File: src/rtl/iir_biquad_cascade.sv
// Cascade of NSEC direct-form-I biquads sharing one multiplier-accumulator.
// Each sample takes one accept cycle, 5*NSEC MAC cycles and one output cycle.
module iir_biquad_cascade #(
   parameter int WIDTH     = 16,
   parameter int CW        = 16,
   parameter int COEF_FRAC = 14,
   parameter int NSEC      = 2
) (
   input  logic                      clk_i,
   input  logic                      reset_i,
   input  logic                      in_valid_i,
   output logic                      in_ready_o,
   input  logic signed [WIDTH-1:0]   x_in_i,
   input  logic                      bypass_i,
   input  logic                      coef_we_i,
   input  logic [$clog2(5*NSEC)-1:0] coef_addr_i,
   input  logic signed [CW-1:0]      coef_data_i,
   output logic                      coef_err_o,
   output logic                      out_valid_o,
   output logic signed [WIDTH-1:0]   y_out_o,
   output logic signed [WIDTH-1:0]   ntf_out_o,
   output logic                      sat_o
);
   localparam int AW    = $clog2(5*NSEC);
   localparam int NCOEF = 5*NSEC;
   localparam int PW    = WIDTH + CW;
   localparam int ACCW  = PW + 3;
   localparam int SW    = (NSEC > 1) ? $clog2(NSEC) : 1;
   localparam logic signed [ACCW-1:0] RND      = ACCW'(1) << (COEF_FRAC-1);
   localparam logic signed [CW-1:0]   COEF_ONE = CW'(1) << COEF_FRAC;

   typedef enum logic [1:0] {S_IDLE, S_MAC, S_DONE} state_t;

   state_t                   r_state;
   logic [SW-1:0]            r_sec;
   logic [2:0]               r_tap;
   logic signed [ACCW-1:0]   r_acc;
   logic signed [WIDTH-1:0]  r_x, r_xc;
   logic                     r_bypass, r_sat;
   logic signed [CW-1:0]     r_coef [NCOEF];
   logic signed [WIDTH-1:0]  r_x1 [NSEC];
   logic signed [WIDTH-1:0]  r_x2 [NSEC];
   logic signed [WIDTH-1:0]  r_y1 [NSEC];
   logic signed [WIDTH-1:0]  r_y2 [NSEC];
   logic                     r_out_valid, r_coef_err, r_sat_out;
   logic signed [WIDTH-1:0]  r_y_out, r_ntf_out;

   logic [AW-1:0]            w_cidx;
   logic signed [CW-1:0]     w_coef;
   logic signed [WIDTH-1:0]  w_op;
   logic signed [PW-1:0]     w_prod;
   logic signed [ACCW-1:0]   w_prod_ext, w_acc_base, w_acc_next, w_rnd, w_r;
   logic [ACCW-WIDTH:0]      w_hi;
   logic                     w_clip;
   logic signed [WIDTH-1:0]  w_ys, w_y_final, w_ntf;
   logic signed [WIDTH:0]    w_diff;

   assign w_cidx = AW'(r_sec * 5 + r_tap);
   assign w_coef = r_coef[w_cidx];

   always_comb begin
      w_op = r_xc;
      case (r_tap)
         3'd0:    w_op = r_xc;
         3'd1:    w_op = r_x1[r_sec];
         3'd2:    w_op = r_x2[r_sec];
         3'd3:    w_op = r_y1[r_sec];
         default: w_op = r_y2[r_sec];
      endcase
   end

   assign w_prod     = $signed({{CW{w_op[WIDTH-1]}}, w_op}) * $signed({{WIDTH{w_coef[CW-1]}}, w_coef});
   assign w_prod_ext = {{3{w_prod[PW-1]}}, w_prod};
   assign w_acc_base = (r_tap == 3'd0) ? '0 : r_acc;
   // Feedback taps a1/a2 are stored with their natural sign and subtracted here.
   assign w_acc_next = (r_tap >= 3'd3) ? (w_acc_base - w_prod_ext) : (w_acc_base + w_prod_ext);
   assign w_rnd      = w_acc_next + RND;
   assign w_r        = w_rnd >>> COEF_FRAC;
   assign w_hi       = w_r[ACCW-1:WIDTH-1];
   assign w_clip     = !((&w_hi) || !(|w_hi));
   assign w_ys       = !w_clip ? w_r[WIDTH-1:0] :
                       (w_r[ACCW-1] ? {1'b1, {(WIDTH-1){1'b0}}} : {1'b0, {(WIDTH-1){1'b1}}});

   assign w_y_final  = r_bypass ? r_x : r_xc;
   assign w_diff     = {r_x[WIDTH-1], r_x} - {w_y_final[WIDTH-1], w_y_final};
   assign w_ntf      = (w_diff[WIDTH] == w_diff[WIDTH-1]) ? w_diff[WIDTH-1:0] :
                       (w_diff[WIDTH] ? {1'b1, {(WIDTH-1){1'b0}}} : {1'b0, {(WIDTH-1){1'b1}}});

   always_ff @(posedge clk_i) begin
      if (!reset_i) begin
         r_state     <= S_IDLE;
         r_sec       <= '0;
         r_tap       <= '0;
         r_acc       <= '0;
         r_x         <= '0;
         r_xc        <= '0;
         r_bypass    <= 1'b0;
         r_sat       <= 1'b0;
         r_out_valid <= 1'b0;
         r_coef_err  <= 1'b0;
         r_sat_out   <= 1'b0;
         r_y_out     <= '0;
         r_ntf_out   <= '0;
         for (int i = 0; i < NCOEF; i++)
            r_coef[i] <= ((i % 5) == 0) ? COEF_ONE : '0;
         for (int i = 0; i < NSEC; i++) begin
            r_x1[i] <= '0;
            r_x2[i] <= '0;
            r_y1[i] <= '0;
            r_y2[i] <= '0;
         end
      end else begin
         r_out_valid <= 1'b0;
         r_coef_err  <= 1'b0;
         // Coefficients may only change between samples so a sample never sees a mixed set.
         if (coef_we_i) begin
            if (r_state == S_IDLE && coef_addr_i < AW'(NCOEF))
               r_coef[coef_addr_i] <= coef_data_i;
            else
               r_coef_err <= 1'b1;
         end
         case (r_state)
            S_IDLE: begin
               if (in_valid_i) begin
                  r_x      <= x_in_i;
                  r_xc     <= x_in_i;
                  r_bypass <= bypass_i;
                  r_sat    <= 1'b0;
                  r_sec    <= '0;
                  r_tap    <= '0;
                  r_state  <= S_MAC;
               end
            end
            S_MAC: begin
               r_acc <= w_acc_next;
               if (r_tap == 3'd4) begin
                  if (!r_bypass) begin
                     r_x2[r_sec] <= r_x1[r_sec];
                     r_x1[r_sec] <= r_xc;
                     r_y2[r_sec] <= r_y1[r_sec];
                     r_y1[r_sec] <= w_ys;
                     r_xc        <= w_ys;
                     if (w_clip)
                        r_sat <= 1'b1;
                  end
                  r_tap <= '0;
                  if (r_sec == SW'(NSEC-1))
                     r_state <= S_DONE;
                  else
                     r_sec <= r_sec + 1'b1;
               end else begin
                  r_tap <= r_tap + 3'd1;
               end
            end
            S_DONE: begin
               r_out_valid <= 1'b1;
               r_y_out     <= w_y_final;
               r_ntf_out   <= w_ntf;
               r_sat_out   <= r_sat & ~r_bypass;
               r_state     <= S_IDLE;
            end
            default: r_state <= S_IDLE;
         endcase
      end
   end

   assign in_ready_o  = (r_state == S_IDLE);
   assign coef_err_o  = r_coef_err;
   assign out_valid_o = r_out_valid;
   assign y_out_o     = r_y_out;
   assign ntf_out_o   = r_ntf_out;
   assign sat_o       = r_sat_out;
endmodule

File: config.mk
export PLATFORM = sky130hd
export DESIGN_NAME = iir_biquad_cascade
export DESIGN_NICKNAME = d
export VERILOG_FILES = /design/src/rtl/iir_biquad_cascade.sv
export SDC_FILE = /design/constraint.sdc
export NUM_CORES = 2
export LEC_CHECK = 0
export CORE_MARGIN = 3
export CORE_UTILIZATION = 30
export DETAILED_ROUTE_END_ITERATION = 7
export PLACE_DENSITY = 0.44
export REMOVE_ABC_BUFFERS = 1
export SETUP_SLACK_MARGIN = 0.2
export SYNTH_ARGS = -nofsm -noshare
export SYNTH_HDL_FRONTEND = slang
export SYNTH_SLANG_ARGS = --single-unit
File: constraint.sdc
create_clock -name clk_i -period 22.9 [get_ports clk_i]
set_input_delay 6.87 -clock clk_i [delete_from_list [all_inputs] [get_ports clk_i]]
set_output_delay 6.87 -clock clk_i [all_outputs]
set_load 0.005 [all_outputs]
==> reports/results.tsv <==
stage	metric	value	unit
outcome	status	finished clean	
global_route	grt.overflow.total	0	
synthesis	synth_edf_count	384	
synthesis	synth_top_cell_area_share	33.03	%
min_path	min_path_type	flop to flop	
global_route	grt_usage	16.99	%
synthesis	yosysTopAreaCell	edfxtp_1	
placement	gp_congestion	0.7977	
layout	drive_above_1_share	8.553	%
floorplanning	dieArea	0.1205	mm2
critical_path	crit_fanout	44	
sta	whs	0.4481	ns
layout	multiInputGateArea	0.01971	mm2
layout	instances_no_fill	5046	
clock_network	post_cts_resized	0	
critical_path	max_stage_delay	0.82	ns
critical_path	reg2reg_from	r_sec	
placement	place_area	0.03795	mm2
synthesis	netlist_area	0.03491	mm2
sta	fin_worst_skew	0.05632	ns
route	first_pass_iters	5	
route	drt-total-wl	102300	um
sta	fmax	70.16	MHz
sta	maxSlewViolCount	0	
clock_network	h-tree-depth	2	
global_route	grt_max_degree	79	
synthesis	syn_inst	3342	
layout	finalNetCount	3934	
placement	dp_cells	4942	
sta	tightest_slew	1.215	ns
layout	area_growth	13.48	%
critical_path	reg2reg_to	r_xc[10]	
sta	setup_viol	0	
floorplanning	start_util	30.37	%
sta	period_share	62.25	%
clock_network	cts_tree	built	
critical_path	critPathKind	flop to flop	
route	num_vias	24280	
floorplanning	rows	124	
min_path	hp-start	r_acc[11]	
synthesis	synth_area_leaders	edfxtp_1 33%, fa_1 15%, dfxtp_1 6.4%	
route	drtAntennaViolNets	0	
clock_network	cts_setup_buffers	0	
layout	n_fill_cell	11650	
flow_run	maxCapViolCount	0	
layout	fin_area	0.03962	mm2
route	vias_per_cell	4.812	
layout	regArea	0.01376	mm2
floorplanning	ios	77	
global_route	grt_pass1_wl	157800	um
global_route	grt_pass1_vias	24800	
clock_network	ctsLongestPathBuffers	3	
synthesis	ys_warn_count	0	
synthesis	synth_area_per_cell	10.45	um2
clock_network	clk_pin_slew	0.06	ns
route	route.detailed.drc	0	
synthesis	synth_ff_type	edfxtp_1	
clock_network	cts_buffers	55	
synthesis	synth_seq_cells	495	
synthesis	yosysSeqAreaShare	39.39	%
synthesis	async_reset_ff_share	0	%
synthesis	netlist_top_cells_count	488 x nor2_1, 384 x edfxtp_1, 349 x inv_1, 334 x nand2_1, 265 x fa_1	
route	drt_iter0_drc	1551	
route	routedWlPerCell	20.26	um
critical_path	arrival	14.74	ns
placement	port_buffers	76	
clock_network	clockRootBuffer	clkbuf_16	
sta	slew_headroom	18.99	%
sta	rsz0062_at_grt	false	
min_path	min_to	r_acc[11]	
critical_path	worst_r2r_path_depth	44	
critical_path	r2r_setup_slack	8.65	ns
critical_path	critPathSlowestCell	buf_4	
sta	setup_tns	0	ns
sta	hold_viol	0	
critical_path	cp-start-kind	flop	
global_route	antenna_found_initial	1	
min_path	hold_depth	2	
critical_path	required	23.38	ns
critical_path	path_common_cell	fa_1	
floorplanning	fp.dieW	347.1	um
floorplanning	die_y	347.1	um
sta	period_needed	14.25	ns
synthesis	yosysMostFrequentCell	nor2_1	
critical_path	cp-end-kind	flop	
clock_network	ctsHoldBuffers	0	
clock_network	cts_num_sinks	495	
placement	dp_hpwl	74440	um
clock_network	clkLatencyLatePin	0.65	ns
synthesis	synth_cell_type_count	100	
floorplanning	core	0.1150	mm2
[how the worst max path moves through the flow]
stage,startpoint,end,slack [ns],cells past startpoint
2_1_floorplan,r_sec,r_xc[10],8.30,42
3_3_place_gp,r_sec,r_xc[10],8.59,44
3_5_place_dp,r_sec,r_xc[9],8.60,44
4_1_cts,r_sec,r_xc[10],8.53,44
5_1_grt,r_sec,r_xc[10],7.42,44
6_report,r_sec,r_xc[10],8.65,44
[layout by cell type (no fill, tap or decap), types with 9 or more instances in the layout]
cell type and count:
edfxtp_1 384, a21oi_1 157, nand2b_1 45, fa_1 265, nor3_1 24, clkbuf_1 17
a21o_1 27, a211oi_1 33, dfxtp_1 110, inv_1 349, ha_1 139, nor2b_1 18
o21ai_0 104, xnor2_1 66, nand2_1 332, and2_1 91, o211ai_1 18, clkdlybuf4s50_1 75
o21ai_1 12, clkinv_2 10, buf_4 69, nor2_1 488, or2_2 20, xor2_1 51
conb_1 96, a221oi_2 9, mux2_2 20, o21bai_1 12, nand3_1 40, clkbuf_16 55
o21a_1 26, or3_1 11, clkinv_1 12, a32oi_1 10, mux4_2 70, mux2i_1 66
a32o_1 11, and3_1 10
[cells by family after synthesis]
logic type | Yosys count | synth area share (%)
AOI/OAI and AO/OA | 520 | 10.01
xor gates and xnor gates | 120 | 3.050
adders and majority gates | 414 | 20.48
buffers and inverters | 503 | 5.508
DFF | 495 | 39.39
muxes | 157 | 7.118
other | 1 | 0.01074
and+or+nand+nor | 1132 | 14.44
[critical path: cells and delay by family (launching register included)]
kind | cells | cell delay, ns
adders and majority gates | 9 | 4.40
and+or+nand+nor | 15 | 4.32
buffers and inverters | 7 | 1.56
AOI/OAI and AO/OA | 8 | 1.54
muxes | 2 | 0.81
xor gates and xnor gates | 3 | 0.76
DFF | 1 | 0.61
[sequential cells by signal, indices dropped and copies added, names as in the netlist, 2 cells and up, named ones only]
signal,cells
r_tap,3
r_xc,16
r_state,2
ntf_out_o,16
y_out_o,16
r_acc,35
r_x2,32
r_x,16
r_coef,256
r_x1,32
r_y2,32
r_y1,32
[metrics by stage]
step | setup WS (ns) | utilization (%)
after CTS | 8.534 | 34.45
final | 8.646 | 34.46
after global routing | 7.423 | 34.45
after global placement | 8.586 | 33.01
after floorplan | 8.305 | -
after detailed placement | 8.596 | 33.01
[cell type report]
class / instances / area share, %
clock buffer: 73 / 3.648
multi-input combinational: 2439 / 49.75
clock inverter: 28 / 0.5400
tap: 1512 / 4.775
antenna: 3 / 0.01895
inverter: 351 / 3.326
timing repair buffer: 145 / 3.215
sequential: 495 / 34.72
[metal layers]
layer  GRT usage, %  vias to the layer above  part of all wire, %
met4          3.761                        2                  2.1
li1               -                    11600                    -
met5              0                        -                0.013
met2          27.29                      448                   46
met1          24.67                    12120                   48
met3          1.890                      107                  3.6
Power is left out: the tool's default activity adds up to more than one toggle a clock period on the data nets, which glitch-free logic cannot reach.
